[config.mk]
export PLATFORM = sky130hd
export DESIGN_NAME = mem_port_arbiter_flat
export DESIGN_NICKNAME = d
export VERILOG_FILES = /design/src/rtl/mem_port_arbiter_if.sv /design/src/rtl/mem_port_arbiter.sv /design/src/flat_wrapper.sv
export SDC_FILE = /design/constraint.sdc
export NUM_CORES = 1
export LEC_CHECK = 0
export ABC_AREA = 0
export CAP_MARGIN = 20
export CORE_ASPECT_RATIO = 0.6
export CORE_MARGIN = 2
export CORE_UTILIZATION = 35
export CTS_CLUSTER_SIZE = 16
export DETAILED_ROUTE_END_ITERATION = 10
export HOLD_SLACK_MARGIN = 0.06
export PLACE_DENSITY = 0.74
export SLEW_MARGIN = 10
export SYNTH_ARGS = -nofsm -noshare
export SYNTH_HDL_FRONTEND = slang
export SYNTH_SLANG_ARGS = --single-unit
[constraint.sdc]
create_clock -name clk -period 5.05 [get_ports clk]
set_input_delay 1.515 -clock clk [delete_from_list [all_inputs] [get_ports clk]]
set_output_delay 1.515 -clock clk [all_outputs]
set_load 0.005 [all_outputs]
[src/rtl/mem_port_arbiter_if.sv]
// Bundles the requester and memory-macro signals of mem_port_arbiter.
// The arbiter takes the slave view. The requesters and memory model take the master view.
interface mem_port_arbiter_if #(
    parameter int AW = 24,
    parameter int DW = 24
);
    logic [2:0]    req;
    logic [2:0]    we;
    logic [AW-1:0] addr0;
    logic [AW-1:0] addr1;
    logic [AW-1:0] addr2;
    logic [DW-1:0] wdata0;
    logic [DW-1:0] wdata1;
    logic [DW-1:0] wdata2;
    logic [2:0]    ack;
    logic [DW-1:0] rdata;
    logic          busy;
    logic [1:0]    gnt_id;
    logic          mem_en;
    logic          mem_we;
    logic [AW-1:0] mem_addr;
    logic [DW-1:0] mem_wdata;
    logic [DW-1:0] mem_rdata;

    modport slave (
        input  req, we, addr0, addr1, addr2, wdata0, wdata1, wdata2, mem_rdata,
        output ack, rdata, busy, gnt_id, mem_en, mem_we, mem_addr, mem_wdata
    );

    modport master (
        output req, we, addr0, addr1, addr2, wdata0, wdata1, wdata2, mem_rdata,
        input  ack, rdata, busy, gnt_id, mem_en, mem_we, mem_addr, mem_wdata
    );
endinterface

[src/rtl/mem_port_arbiter.sv]
// Three-port arbiter for a single-ported memory with fixed read latency MEM_LAT.
// Define ARB_ROUND_ROBIN_EN to replace fixed priority (1 > 0 > 2) with round-robin.
module mem_port_arbiter #(
    parameter int AW      = 24,
    parameter int DW      = 24,
    parameter int MEM_LAT = 2
) (
    input logic              clk,
    input logic              rst,
    mem_port_arbiter_if.slave bus
);
    typedef enum logic [1:0] {S_IDLE, S_ISSUE, S_WAIT, S_DONE} state_t;

    localparam logic [3:0] WAIT_INIT = 4'(MEM_LAT - 2);

    state_t        state_q, state_d;
    logic [2:0]    ack_q, ack_d;
    logic [DW-1:0] rdata_q, rdata_d;
    logic          busy_q, busy_d;
    logic [1:0]    gnt_q, gnt_d;
    logic          mem_en_q, mem_en_d;
    logic          mem_we_q, mem_we_d;
    logic [AW-1:0] mem_addr_q, mem_addr_d;
    logic [DW-1:0] mem_wdata_q, mem_wdata_d;
    logic [3:0]    cnt_q, cnt_d;
    logic [1:0]    winner;
    logic [AW-1:0] sel_addr;
    logic [DW-1:0] sel_wdata;

`ifdef ARB_ROUND_ROBIN_EN
    logic [1:0] ptr_q, ptr_d;

    // Search upward from the port after the last one served.
    always_comb begin
        winner = 2'd0;
        case (ptr_q)
            2'd0:    winner = bus.req[1] ? 2'd1 : (bus.req[2] ? 2'd2 : 2'd0);
            2'd1:    winner = bus.req[2] ? 2'd2 : (bus.req[0] ? 2'd0 : 2'd1);
            default: winner = bus.req[0] ? 2'd0 : (bus.req[1] ? 2'd1 : 2'd2);
        endcase
    end

    always_comb begin
        ptr_d = ptr_q;
        if (state_q == S_IDLE && |bus.req) ptr_d = winner;
    end

    always_ff @(posedge clk or negedge rst) begin
        if (!rst) ptr_q <= 2'd2;
        else      ptr_q <= ptr_d;
    end
`else
    always_comb begin
        winner = bus.req[1] ? 2'd1 : (bus.req[0] ? 2'd0 : 2'd2);
    end
`endif

    always_comb begin
        sel_addr  = bus.addr2;
        sel_wdata = bus.wdata2;
        case (winner)
            2'd0:    begin sel_addr = bus.addr0; sel_wdata = bus.wdata0; end
            2'd1:    begin sel_addr = bus.addr1; sel_wdata = bus.wdata1; end
            default: begin sel_addr = bus.addr2; sel_wdata = bus.wdata2; end
        endcase
    end

    always_comb begin
        state_d     = state_q;
        ack_d       = ack_q;
        rdata_d     = rdata_q;
        gnt_d       = gnt_q;
        mem_en_d    = mem_en_q;
        mem_we_d    = mem_we_q;
        mem_addr_d  = mem_addr_q;
        mem_wdata_d = mem_wdata_q;
        cnt_d       = cnt_q;
        case (state_q)
            S_IDLE: begin
                if (|bus.req) begin
                    state_d     = S_ISSUE;
                    mem_en_d    = 1'b1;
                    mem_we_d    = bus.we[winner];
                    mem_addr_d  = sel_addr;
                    mem_wdata_d = sel_wdata;
                    gnt_d       = winner;
                end
            end
            S_ISSUE: begin
                mem_en_d = 1'b0;
                // With a one-cycle memory the read data is already valid here.
                if (MEM_LAT == 1) begin
                    state_d = S_DONE;
                    ack_d   = 3'b001 << gnt_q;
                    if (!mem_we_q) rdata_d = bus.mem_rdata;
                end else begin
                    state_d = S_WAIT;
                    cnt_d   = WAIT_INIT;
                end
            end
            S_WAIT: begin
                if (cnt_q == 4'd0) begin
                    state_d = S_DONE;
                    ack_d   = 3'b001 << gnt_q;
                    if (!mem_we_q) rdata_d = bus.mem_rdata;
                end else begin
                    cnt_d = cnt_q - 4'd1;
                end
            end
            default: begin
                state_d = S_IDLE;
                ack_d   = 3'b000;
                gnt_d   = 2'b11;
            end
        endcase
        busy_d = (state_d != S_IDLE);
    end

    always_ff @(posedge clk or negedge rst) begin
        if (!rst) begin
            state_q     <= S_IDLE;
            ack_q       <= '0;
            rdata_q     <= '0;
            busy_q      <= 1'b0;
            gnt_q       <= 2'b11;
            mem_en_q    <= 1'b0;
            mem_we_q    <= 1'b0;
            mem_addr_q  <= '0;
            mem_wdata_q <= '0;
            cnt_q       <= '0;
        end else begin
            state_q     <= state_d;
            ack_q       <= ack_d;
            rdata_q     <= rdata_d;
            busy_q      <= busy_d;
            gnt_q       <= gnt_d;
            mem_en_q    <= mem_en_d;
            mem_we_q    <= mem_we_d;
            mem_addr_q  <= mem_addr_d;
            mem_wdata_q <= mem_wdata_d;
            cnt_q       <= cnt_d;
        end
    end

    assign bus.ack       = ack_q;
    assign bus.rdata     = rdata_q;
    assign bus.busy      = busy_q;
    assign bus.gnt_id    = gnt_q;
    assign bus.mem_en    = mem_en_q;
    assign bus.mem_we    = mem_we_q;
    assign bus.mem_addr  = mem_addr_q;
    assign bus.mem_wdata = mem_wdata_q;
endmodule

[src/flat_wrapper.sv]
// flat-port wrapper written by rule: the top's interface ports become plain ports
module mem_port_arbiter_flat 
#(
    parameter int AW      = 24,
    parameter int DW      = 24,
    parameter int MEM_LAT = 2
)
  (clk, rst, bus_req, bus_we, bus_addr0, bus_addr1, bus_addr2, bus_wdata0, bus_wdata1, bus_wdata2, bus_mem_rdata, bus_ack, bus_rdata, bus_busy, bus_gnt_id, bus_mem_en, bus_mem_we, bus_mem_addr, bus_mem_wdata);
  mem_port_arbiter_if #(.AW(AW), .DW(DW)) bus_i ();
  input logic clk;
  input logic rst;
  input wire logic [$bits(bus_i.req)-1:0] bus_req;
  input wire logic [$bits(bus_i.we)-1:0] bus_we;
  input wire logic [$bits(bus_i.addr0)-1:0] bus_addr0;
  input wire logic [$bits(bus_i.addr1)-1:0] bus_addr1;
  input wire logic [$bits(bus_i.addr2)-1:0] bus_addr2;
  input wire logic [$bits(bus_i.wdata0)-1:0] bus_wdata0;
  input wire logic [$bits(bus_i.wdata1)-1:0] bus_wdata1;
  input wire logic [$bits(bus_i.wdata2)-1:0] bus_wdata2;
  input wire logic [$bits(bus_i.mem_rdata)-1:0] bus_mem_rdata;
  output wire logic [$bits(bus_i.ack)-1:0] bus_ack;
  output wire logic [$bits(bus_i.rdata)-1:0] bus_rdata;
  output wire logic [$bits(bus_i.busy)-1:0] bus_busy;
  output wire logic [$bits(bus_i.gnt_id)-1:0] bus_gnt_id;
  output wire logic [$bits(bus_i.mem_en)-1:0] bus_mem_en;
  output wire logic [$bits(bus_i.mem_we)-1:0] bus_mem_we;
  output wire logic [$bits(bus_i.mem_addr)-1:0] bus_mem_addr;
  output wire logic [$bits(bus_i.mem_wdata)-1:0] bus_mem_wdata;
  assign bus_i.req = bus_req;
  assign bus_i.we = bus_we;
  assign bus_i.addr0 = bus_addr0;
  assign bus_i.addr1 = bus_addr1;
  assign bus_i.addr2 = bus_addr2;
  assign bus_i.wdata0 = bus_wdata0;
  assign bus_i.wdata1 = bus_wdata1;
  assign bus_i.wdata2 = bus_wdata2;
  assign bus_i.mem_rdata = bus_mem_rdata;
  assign bus_ack = bus_i.ack;
  assign bus_rdata = bus_i.rdata;
  assign bus_busy = bus_i.busy;
  assign bus_gnt_id = bus_i.gnt_id;
  assign bus_mem_en = bus_i.mem_en;
  assign bus_mem_we = bus_i.mem_we;
  assign bus_mem_addr = bus_i.mem_addr;
  assign bus_mem_wdata = bus_i.mem_wdata;
  mem_port_arbiter #(.AW(AW), .DW(DW), .MEM_LAT(MEM_LAT)) u_core (.clk(clk), .rst(rst), .bus(bus_i));
endmodule
==> results of run 1 <==
-- flip-flops by register name (all words and copies together) (netlist names) --
| signal | cells |
|---|---|
| u_core.bus.ack | 3 |
| u_core.bus.busy | 1 |
| u_core.bus.gnt_id | 2 |
| u_core.bus.mem_addr | 24 |
| u_core.bus.mem_en | 1 |
| u_core.bus.mem_wdata | 24 |
| u_core.bus.mem_we | 1 |
| u_core.bus.rdata | 24 |
| u_core.cnt_q | 4 |
| u_core.state_q | 2 |
-- logic make-up (layout without fill, tap and decap cells) --
kind of cell | count (synthesis) | count (layout)
AOI/OAI and AO/OA | 70 | 70
xor gates and xnor gates | 1 | 1
adders and majority gates | 6 | 6
buffers and inverters | 34 | 282
DFF | 86 | 86
muxes | 122 | 122
and+or+nand+nor | 76 | 76
-- tightest hold or removal path: cells and delay by family, from the launching register on --
kind,cells,cell delay (ns)
flops,1,0.34
compound gates,1,0.06
simple gates,1,0.05
-- cell type report --
cell class              count  area (µm²)
clock buffers              10         239
clock inverters             5         108
fillers                  1063        5190
inverters                   6        22.5
multi-input cells         275        2200
flip-flops and latches     86        2150
well taps                 170         213
repair buffers            261        2610
-- where the power goes --
group	internal [W]	switching, W	leakage (nW)
clock	0.000496	0.000272	0.169
combinational	0.00102	0.000634	2.05
sequential	0.00102	0.000182	1.05
total	0.00254	0.00109	3.27
-- cells in the mapped netlist, drive strengths merged --
master / instances
ha: 6
or3: 1
clkbuf: 18
o22ai: 2
o31ai: 2
mux2: 73
nand3b: 1
nor2b: 3
a22o: 1
nor3: 1
dfrtp: 84
dfstp: 2
o311ai: 1
nand2: 53
mux2i: 49
nand4b: 2
xnor2: 1
o21ai: 57
buf: 10
a211o: 2
nor3b: 1
inv: 6
or3b: 1
nand3: 4
or4: 1
o21a: 1
a21oi: 1
nand4: 2
o211ai: 1
nor2: 6
a31oi: 2
-- per-stage QoR --
step	worst slack (ns)	std cells	instance area (µm²)	util (%)	hold WS [ns]
finish	2.01	813	7540	59.3	0.478
global route	1.91	813	7540	59.3	0.505
CTS	2.04	812	7520	59.0	0.483
detailed placement	1.67	797	7170	56.3	0.470
global placement	1.75	797	7170	56.3	0.461
floorplan	2.23	395	4520	-	0.473
-- cell usage in the layout (no fill, tap or decap), types with 2 or more instances in the layout --
master,count
clkbuf_16,9
o22ai_1,2
ha_1,6
nand4_1,2
nand4b_1,2
bufinv_16,3
dfstp_2,2
mux2_2,53
a31oi_1,2
mux2i_1,49
nor2_1,6
mux2_4,20
buf_4,7
nand3_1,4
inv_1,6
nor2b_1,3
nand2_1,53
clkinv_4,2
o21ai_0,57
clkdlybuf4s50_1,252
dfrtp_1,84
-- worst min-delay path by stage --
stage	slack [ns]	cells past startpoint	startpoint	endpoint
floorplan	0.47	2	u_core.bus.mem_addr[0]	u_core.bus.mem_addr[0]
global placement	0.46	2	u_core.bus.mem_addr[1]	u_core.bus.mem_addr[1]
detailed placement	0.47	2	u_core.bus.mem_wdata[22]	u_core.bus.mem_wdata[22]
CTS	0.48	2	u_core.bus.mem_wdata[20]	u_core.bus.mem_wdata[20]
global route	0.51	2	u_core.bus.mem_addr[23]	u_core.bus.mem_addr[23]
finish	0.48	2	u_core.bus.mem_wdata[20]	u_core.bus.mem_wdata[20]
-- routing by layer --
layer / part of all wire (%) / wire length (µm)
met1: 43 / 5850
met2: 45 / 6180
met3: 11 / 1450
met4: 1.5 / 204
met5: 0 / 0
==> flow_summary.json, run 1 <==
{
  "synthAdderAreaFrac_pct": 1.66,
  "seq_area_frac_synth_pct": 47.7,
  "cp-endpoint": "u_core.bus.mem_we",
  "cts_tree": "done",
  "hp-class": "flop to flop",
  "hold_buffers": 0,
  "reg2reg_slack_ns": 2.76,
  "via_count": 3916,
  "clkLatencyLatePin_ns": 0.34,
  "path_buf_inv": 2,
  "maxCapViolations": 0,
  "max_stage_delay_ns": 0.71,
  "area_growth_pct": 67.0,
  "root_buffer": "clkbuf_16",
  "period_needed_ns": 3.04,
  "critPathSlowestCell": "buf_2",
  "synth_top_family_by_area": "multiplexers",
  "vias_per_cell": 4.82,
  "synth_area_leaders": "dfrtp_1 47%, mux2_2 13%, mux2i_1 11%",
  "slew_headroom_pct": 36.4,
  "dieArea_mm2": 0.0139,
  "met3_usage_pct": 8.66,
  "cts_max_path_buffers": 2,
  "worstMarginPinSlew_ns": 0.954,
  "cp_num_cells": 5,
  "grt_pass1_wl_um": 21100,
  "rsz0062_at_grt": "no",
  "place_congestion": 0.798,
  "path_class": "input port to flop",
  "crit_arrival_ns": 3.24,
  "syn_avg_cell_area_um2": 11.4,
  "synth_compound_area_share_pct": 8.59,
  "ios": 256,
  "start_kind": "input port",
  "firstDrtPassIters": 4,
  "track_usage_pct": 19.7,
  "max_freq_mhz": 329,
  "post_cts_resized": 0,
  "routedWlPerCell_um": 16.8,
  "grt_overflow": 0,
  "drtIter0Drc": 129,
  "core_area_mm2": 0.0127,
  "grt_max_degree": 87,
  "initial_core_util_pct": 35.5,
  "met1_usage_pct": 24.7,
  "synth-simple-area-share_pct": 7.37,
  "p_per_area_mw_per_mm2": 480,
  "wl_um": 13700,
  "die_h_um": 92.0,
  "vdd_drop_max_mv": 0.183,
  "post-route-period-util_pct": 60.3,
  "synth_xor_area_share_pct": 0.194,
  "die_w_um": 151,
  "finalPower_w": 0.00362,
  "crit_chain": "buf_2 > buf_4 > mux2_2 > mux2i_1 > o21ai_0",
  "finalClockSkew_ns": 0.00671,
  "rr_startpoint": "u_core.cnt_q[0]",
  "cts_max_level": 3,
  "crit_path_end_kind": "flop",
  "clk_pin_slew_ns": 0.06,
  "syn_area_mm2": 0.00452,
  "status": "finished, final reports clean",
  "slew_viol_final": 0,
  "clkSinkCount": 86,
  "dp.final_hpwl_um": 10100,
  "synth_top_cell_area_share_pct": 46.5,
  "muxShareOfSynthArea_pct": 30.7,
  "ant_nets": 0,
  "startpoint": "bus_req[0]",
  "route.detailed.drc": 0,
  "ys_ff_latch": 86,
  "crit_required_ns": 5.25,
  "finalNetCount": 821,
  "drive_gt1_share_pct": 15.9,
  "rows": 32,
  "portBuffers": 255,
  "leakagePower_nw": 3.27,
  "diodes": 0,
  "setup_violations": 0,
  "netlist_instances": 395,
  "syn-num-nets": 577,
  "top_usage_layer": "met2",
  "reg2reg_depth": 6,
  "finalSetupTns_ns": 0,
  "reg2reg_to": "u_core.bus.rdata[12]",
  "path_max_fanout": 37,
  "synth.distinct_cells": 37,
  "hold_viol": 0,
  "antenna_found_initial": 0,
  "ys_warn_count": 0,
  "numCtsBuffers": 9,
  "cts_setup_buffers": 0,
  "grt_pass1_vias": 3975,
  "synth_top_area_cell": "dfrtp_1",
  "crit_family": "buffers and inverters",
  "met2_usage_pct": 31.2
}
(Power assumes the default switching activity.)
==> run 2, diff against run 1 <==
Settings changed: PLACE_DENSITY 0.74 to 0.77.
Clock period 5.05 ns to 2.7 ns, I/O delays scaled along.
==> flow_summary.json, run 2 (same netlist as run 1, synthesis figures left out) <==
{
  "ant_nets": 0,
  "start_kind": "flop",
  "post_cts_resized": 0,
  "dp_cells": 800,
  "grt_max_degree": 58,
  "numCtsBuffers": 9,
  "p_per_area_mw_per_mm2": 868,
  "n_fill_cell": 1040,
  "cts_max_path_buffers": 2,
  "initial_core_util_pct": 35.5,
  "clkLatencyLatePin_ns": 0.33,
  "post-route-period-util_pct": 83.0,
  "wl_um": 13600,
  "grt_overflow": 0,
  "hold_viol": 0,
  "antenna_found_initial": 0,
  "clkSinkCount": 86,
  "layout_commonest_cell": "clkdlybuf4s50_1",
  "vias_per_cell": 4.85,
  "dieArea_mm2": 0.0139,
  "switching_share_pct": 31.6,
  "period_needed_ns": 2.24,
  "die_h_um": 92.0,
  "portBuffers": 255,
  "multiInputGateArea_mm2": 0.00220,
  "path_max_fanout": 24,
  "crit_chain": "inv_1 > ha_1 > or3b_1 > or3_1 > buf_4 > mux2_4",
  "setup_violations": 0,
  "status": "finished, final reports clean",
  "vdd_drop_max_mv": 0.431,
  "finalSetupTns_ns": 0,
  "finalClockSkew_ns": 0.00969,
  "power_frac_comb_pct": 47.7,
  "root_buffer": "clkbuf_16",
  "crit_family": "simple AND/OR/NAND/NOR gates",
  "maxCapViolations": 0,
  "track_usage_pct": 19.4,
  "fin_cells": 815,
  "leakagePower_nw": 3.26,
  "hp-class": "input port to asynchronous set/reset pin",
  "grt_pass1_wl_um": 20700,
  "clk_pin_slew_ns": 0.07,
  "finalNetCount": 823,
  "hold_buffers": 0,
  "dp.final_hpwl_um": 10700,
  "worst_hold_slack_ns": 0.433,
  "route.detailed.drc": 0,
  "final_cell_mix": "252 x clkdlybuf4s50_1, 84 x dfrtp_1, 57 x o21ai_0",
  "area_growth_pct": 66.6,
  "max_freq_mhz": 446,
  "p_switching_w": 0.00206,
  "slew_viol_final": 0,
  "rsz0062_at_grt": "no",
  "routedWlPerCell_um": 16.6,
  "slew_headroom_pct": 52.3,
  "core_area_mm2": 0.0127,
  "crit_required_ns": 2.92,
  "critPathSlowestCell": "or3b_1",
  "p_clk_share_pct": 17.3,
  "grt_pass1_vias": 4170,
  "seqCellArea_mm2": 0.00215,
  "path_class": "flop to flop",
  "rows": 32,
  "drtIter0Drc": 148,
  "path_buf_inv": 2,
  "p_seq_share_pct": 35.0,
  "ios": 256,
  "p_int_w": 0.00447,
  "via_count": 3950,
  "worstMarginPinSlew_ns": 0.714,
  "die_w_um": 151,
  "cts_setup_buffers": 0,
  "crit_path_end_kind": "flop",
  "fin_util_pct": 59.1,
  "place_congestion": 0.759,
  "max_stage_delay_ns": 0.45,
  "cts_max_level": 3,
  "firstDrtPassIters": 4,
  "drive_gt1_share_pct": 16.1,
  "crit_arrival_ns": 2.46,
  "diodes": 0,
  "cts_tree": "done"
}
[run 2: final cells by class]
type / count / area share [%]
clock buffer: 9 / 2.99
clock inverter: 6 / 0.615
inverter: 6 / 0.299
multi-input combinational: 275 / 29.2
sequential: 86 / 28.6
tap: 170 / 2.83
timing repair buffer: 263 / 35.4
[run 2: per-stage QoR]
| stage | setup slack (ns) | total power, W | area (µm²) |
|---|---|---|---|
| after global placement | 0.450 | 0.00532 | 7260 |
| after global routing | 0.332 | 0.00699 | 7530 |
| after floorplan | 0.578 | 0.00366 | 4520 |
| final | 0.459 | 0.00653 | 7530 |
| after detailed placement | 0.404 | 0.00544 | 7260 |
| after CTS | 0.444 | 0.00662 | 7530 |
[run 2: metal layers]
metal,global-route usage [%],routed length [µm],up-vias
li1,-,-,1879
met1,22.5,5470,1890
met2,32.9,6510,169
met3,8.31,1410,12
met4,5.14,182,0
met5,0,0,-
[run 2: worst register-to-register path: cells and delay by family, from the launching register on]
family	cells	cell delay (ns)
fa+ha+maj	1	0.19
buf+inv	2	0.40
flops	1	0.40
mux	1	0.36
simple gates	2	0.79
[run 2: path summary, 6_finish.rpt]
check | start | cells after the start | slack, ns | to
min | rst | 1 | 0.43 | u_core.bus.mem_addr[0]
min reg2reg | u_core.bus.mem_addr[17] | 2 | 0.48 | u_core.bus.mem_addr[17]
max reg2reg | u_core.cnt_q[0] | 6 | 0.46 | u_core.bus.rdata[22]
min in group clk | u_core.bus.mem_addr[17] | 2 | 0.48 | u_core.bus.mem_addr[17]
max | u_core.cnt_q[0] | 6 | 0.46 | u_core.bus.rdata[22]
max in group asynchronous | rst | 2 | 1.55 | u_core.bus.gnt_id[1]
[run 2: power by group through the flow]
| stage | clock, W | sequential, W | combinational [W] |
|---|---|---|---|
| 3_5_place_dp | 0 | 0.00230 | 0.00315 |
| 5_1_grt | 0.00123 | 0.00235 | 0.00341 |
| 3_3_place_gp | 0 | 0.00226 | 0.00306 |
| 2_1_floorplan | 0 | 0.00229 | 0.00137 |
| 4_1_cts | 0.00117 | 0.00229 | 0.00316 |
| 6_report | 0.00113 | 0.00229 | 0.00312 |
==> run 3, diff against run 2 <==
Settings changed: PLACE_DENSITY 0.77 to 0.74.
Clock period 2.7 ns to 2.16 ns, I/O delays scaled along.
==> flow_summary.json, run 3 (same netlist as run 1, synthesis figures left out) <==
{
  "numCtsBuffers": 9,
  "reg2reg_slack_ns": 0.11,
  "diodes": 0,
  "maxCapViolations": 0,
  "worstMarginPinSlew_ns": 0.477,
  "cts_tree": "done",
  "fin_cells": 819,
  "clkLatencyLatePin_ns": 0.33,
  "antenna_found_initial": 0,
  "place_congestion": 0.796,
  "p_switching_w": 0.00261,
  "slew_headroom_pct": 68.2,
  "power_frac_comb_pct": 46.8,
  "die_h_um": 92.0,
  "p_per_area_mw_per_mm2": 1110,
  "max_freq_mhz": 480,
  "critPathSlowestCell": "dfstp_2",
  "max_stage_delay_ns": 0.59,
  "route.detailed.drc": 0,
  "cts_max_path_buffers": 2,
  "status": "finished, final reports clean",
  "p_int_w": 0.00588,
  "rsz0062_at_grt": "no",
  "finalSetupTns_ns": 0,
  "start_kind": "flop",
  "switching_share_pct": 30.7,
  "path_max_fanout": 6,
  "drtIter0Drc": 108,
  "ios": 256,
  "grt_overflow": 0,
  "crit_chain": "clkdlybuf4s50_1",
  "reg2reg_depth": 6,
  "met1_usage_pct": 24.8,
  "final_cell_mix": "252 x clkdlybuf4s50_1, 84 x dfrtp_1, 57 x o21ai_0",
  "via_count": 3871,
  "post-route-period-util_pct": 96.5,
  "vias_per_cell": 4.73,
  "routedWlPerCell_um": 17.1,
  "grt_pass1_vias": 4093,
  "firstDrtPassIters": 4,
  "portBuffers": 255,
  "rr_startpoint": "u_core.cnt_q[1]",
  "p_seq_share_pct": 33.4,
  "crit_arrival_ns": 1.44,
  "finalClockSkew_ns": 0.00737,
  "hold_buffers": 0,
  "dieArea_mm2": 0.0139,
  "hold_viol": 0,
  "dp.final_hpwl_um": 10700,
  "ant_nets": 0,
  "p_clk_share_pct": 19.8,
  "vdd_drop_max_mv": 0.541,
  "top_usage_layer": "met2",
  "area_growth_pct": 68.8,
  "drive_gt1_share_pct": 16.6,
  "finalPower_w": 0.00849,
  "crit_path_end_kind": "primary output",
  "initial_core_util_pct": 35.5,
  "path_class": "flop to primary output",
  "dp_cells": 803,
  "wl_um": 14000,
  "grt_max_degree": 87,
  "root_buffer": "clkbuf_16",
  "met2_usage_pct": 33.3,
  "crit_required_ns": 1.51,
  "finalNetCount": 826,
  "cts_max_level": 3,
  "core_area_mm2": 0.0127,
  "leakagePower_nw": 3.31,
  "track_usage_pct": 20.2,
  "clk_pin_slew_ns": 0.07,
  "clkSinkCount": 86,
  "grt_pass1_wl_um": 21600,
  "hp-class": "input port to asynchronous set/reset pin",
  "die_w_um": 151,
  "crit_family": "flip-flops",
  "period_needed_ns": 2.08,
  "met3_usage_pct": 8.96,
  "n_fill_cell": 1024,
  "slew_viol_final": 0,
  "layout_commonest_cell": "clkdlybuf4s50_1",
  "setup_violations": 0,
  "rows": 32,
  "reg2reg_to": "u_core.bus.rdata[11]",
  "path_buf_inv": 1
}
[run 3: changes by cell type in the layout (fill, tap and decap cells not counted), sizes merged]
cell | previous run | this run
clkinv | 2 | 1
bufinv | 0 | 2
clkinvlp | 2 | 1
clkbuf | 9 | 10
buf | 11 | 14
[run 3: how the worst max path moves through the flow]
stage                               startpoint                    to  slack (ns)  cells after the start
final                     u_core.bus.gnt_id[1]         bus_gnt_id[1]        0.08                      1
after global routing      u_core.bus.gnt_id[1]         bus_gnt_id[1]        0.03                      1
after CTS                 u_core.bus.gnt_id[1]         bus_gnt_id[1]        0.06                      1
after detailed placement       u_core.cnt_q[0]  u_core.bus.rdata[20]        0.08                      6
after global placement         u_core.cnt_q[0]   u_core.bus.rdata[9]        0.16                      6
after floorplan                u_core.cnt_q[0]  u_core.bus.rdata[10]        0.04                      8
[run 3: final cells by class]
type                            count  area [µm²]  share of cell area (%)
Clock buffer                       10         229                    3.00
Clock inverter                      6        93.8                    1.23
Inverter                            6        22.5                   0.295
Multi-Input combinational cell    275        2200                    28.9
Sequential cell                    86        2150                    28.3
Tap cell                          170         213                    2.79
Timing Repair Buffer              266        2710                    35.6
[run 3: through the flow]
stage / instance area (µm²) / utilization, % / hold slack (ns) / setup slack [ns]
after floorplan: 4520 / - / 0.352 / 0.0380
after global placement: 7300 / 57.4 / 0.462 / 0.164
after detailed placement: 7300 / 57.4 / 0.470 / 0.0807
after CTS: 7630 / 59.9 / 0.362 / 0.0620
after global routing: 7630 / 59.9 / 0.375 / 0.0272
final: 7630 / 59.9 / 0.342 / 0.0760
[run 3: power by group through the flow]
stage	logic (W)	clock network (W)	registers (W)
2_1_floorplan	0.00171	0	0.00286
3_3_place_gp	0.00388	0	0.00283
3_5_place_dp	0.00402	0	0.00285
4_1_cts	0.00403	0.00174	0.00284
5_1_grt	0.00433	0.00181	0.00294
6_report	0.00398	0.00168	0.00284
[run 3: timing repair]
| action | in CTS | in global routing |
|---|---|---|
| resized for setup | 0 | 1 |
| endpoints found under the setup margin | 0 | 4 |
| buffers inserted | 0 | 0 |
[run 3: per-layer routing]
metal	routed length (µm)	share of wire, %
met1	5810	42
met2	6490	46
met3	1580	11
met4	97	0.69
met5	0	0
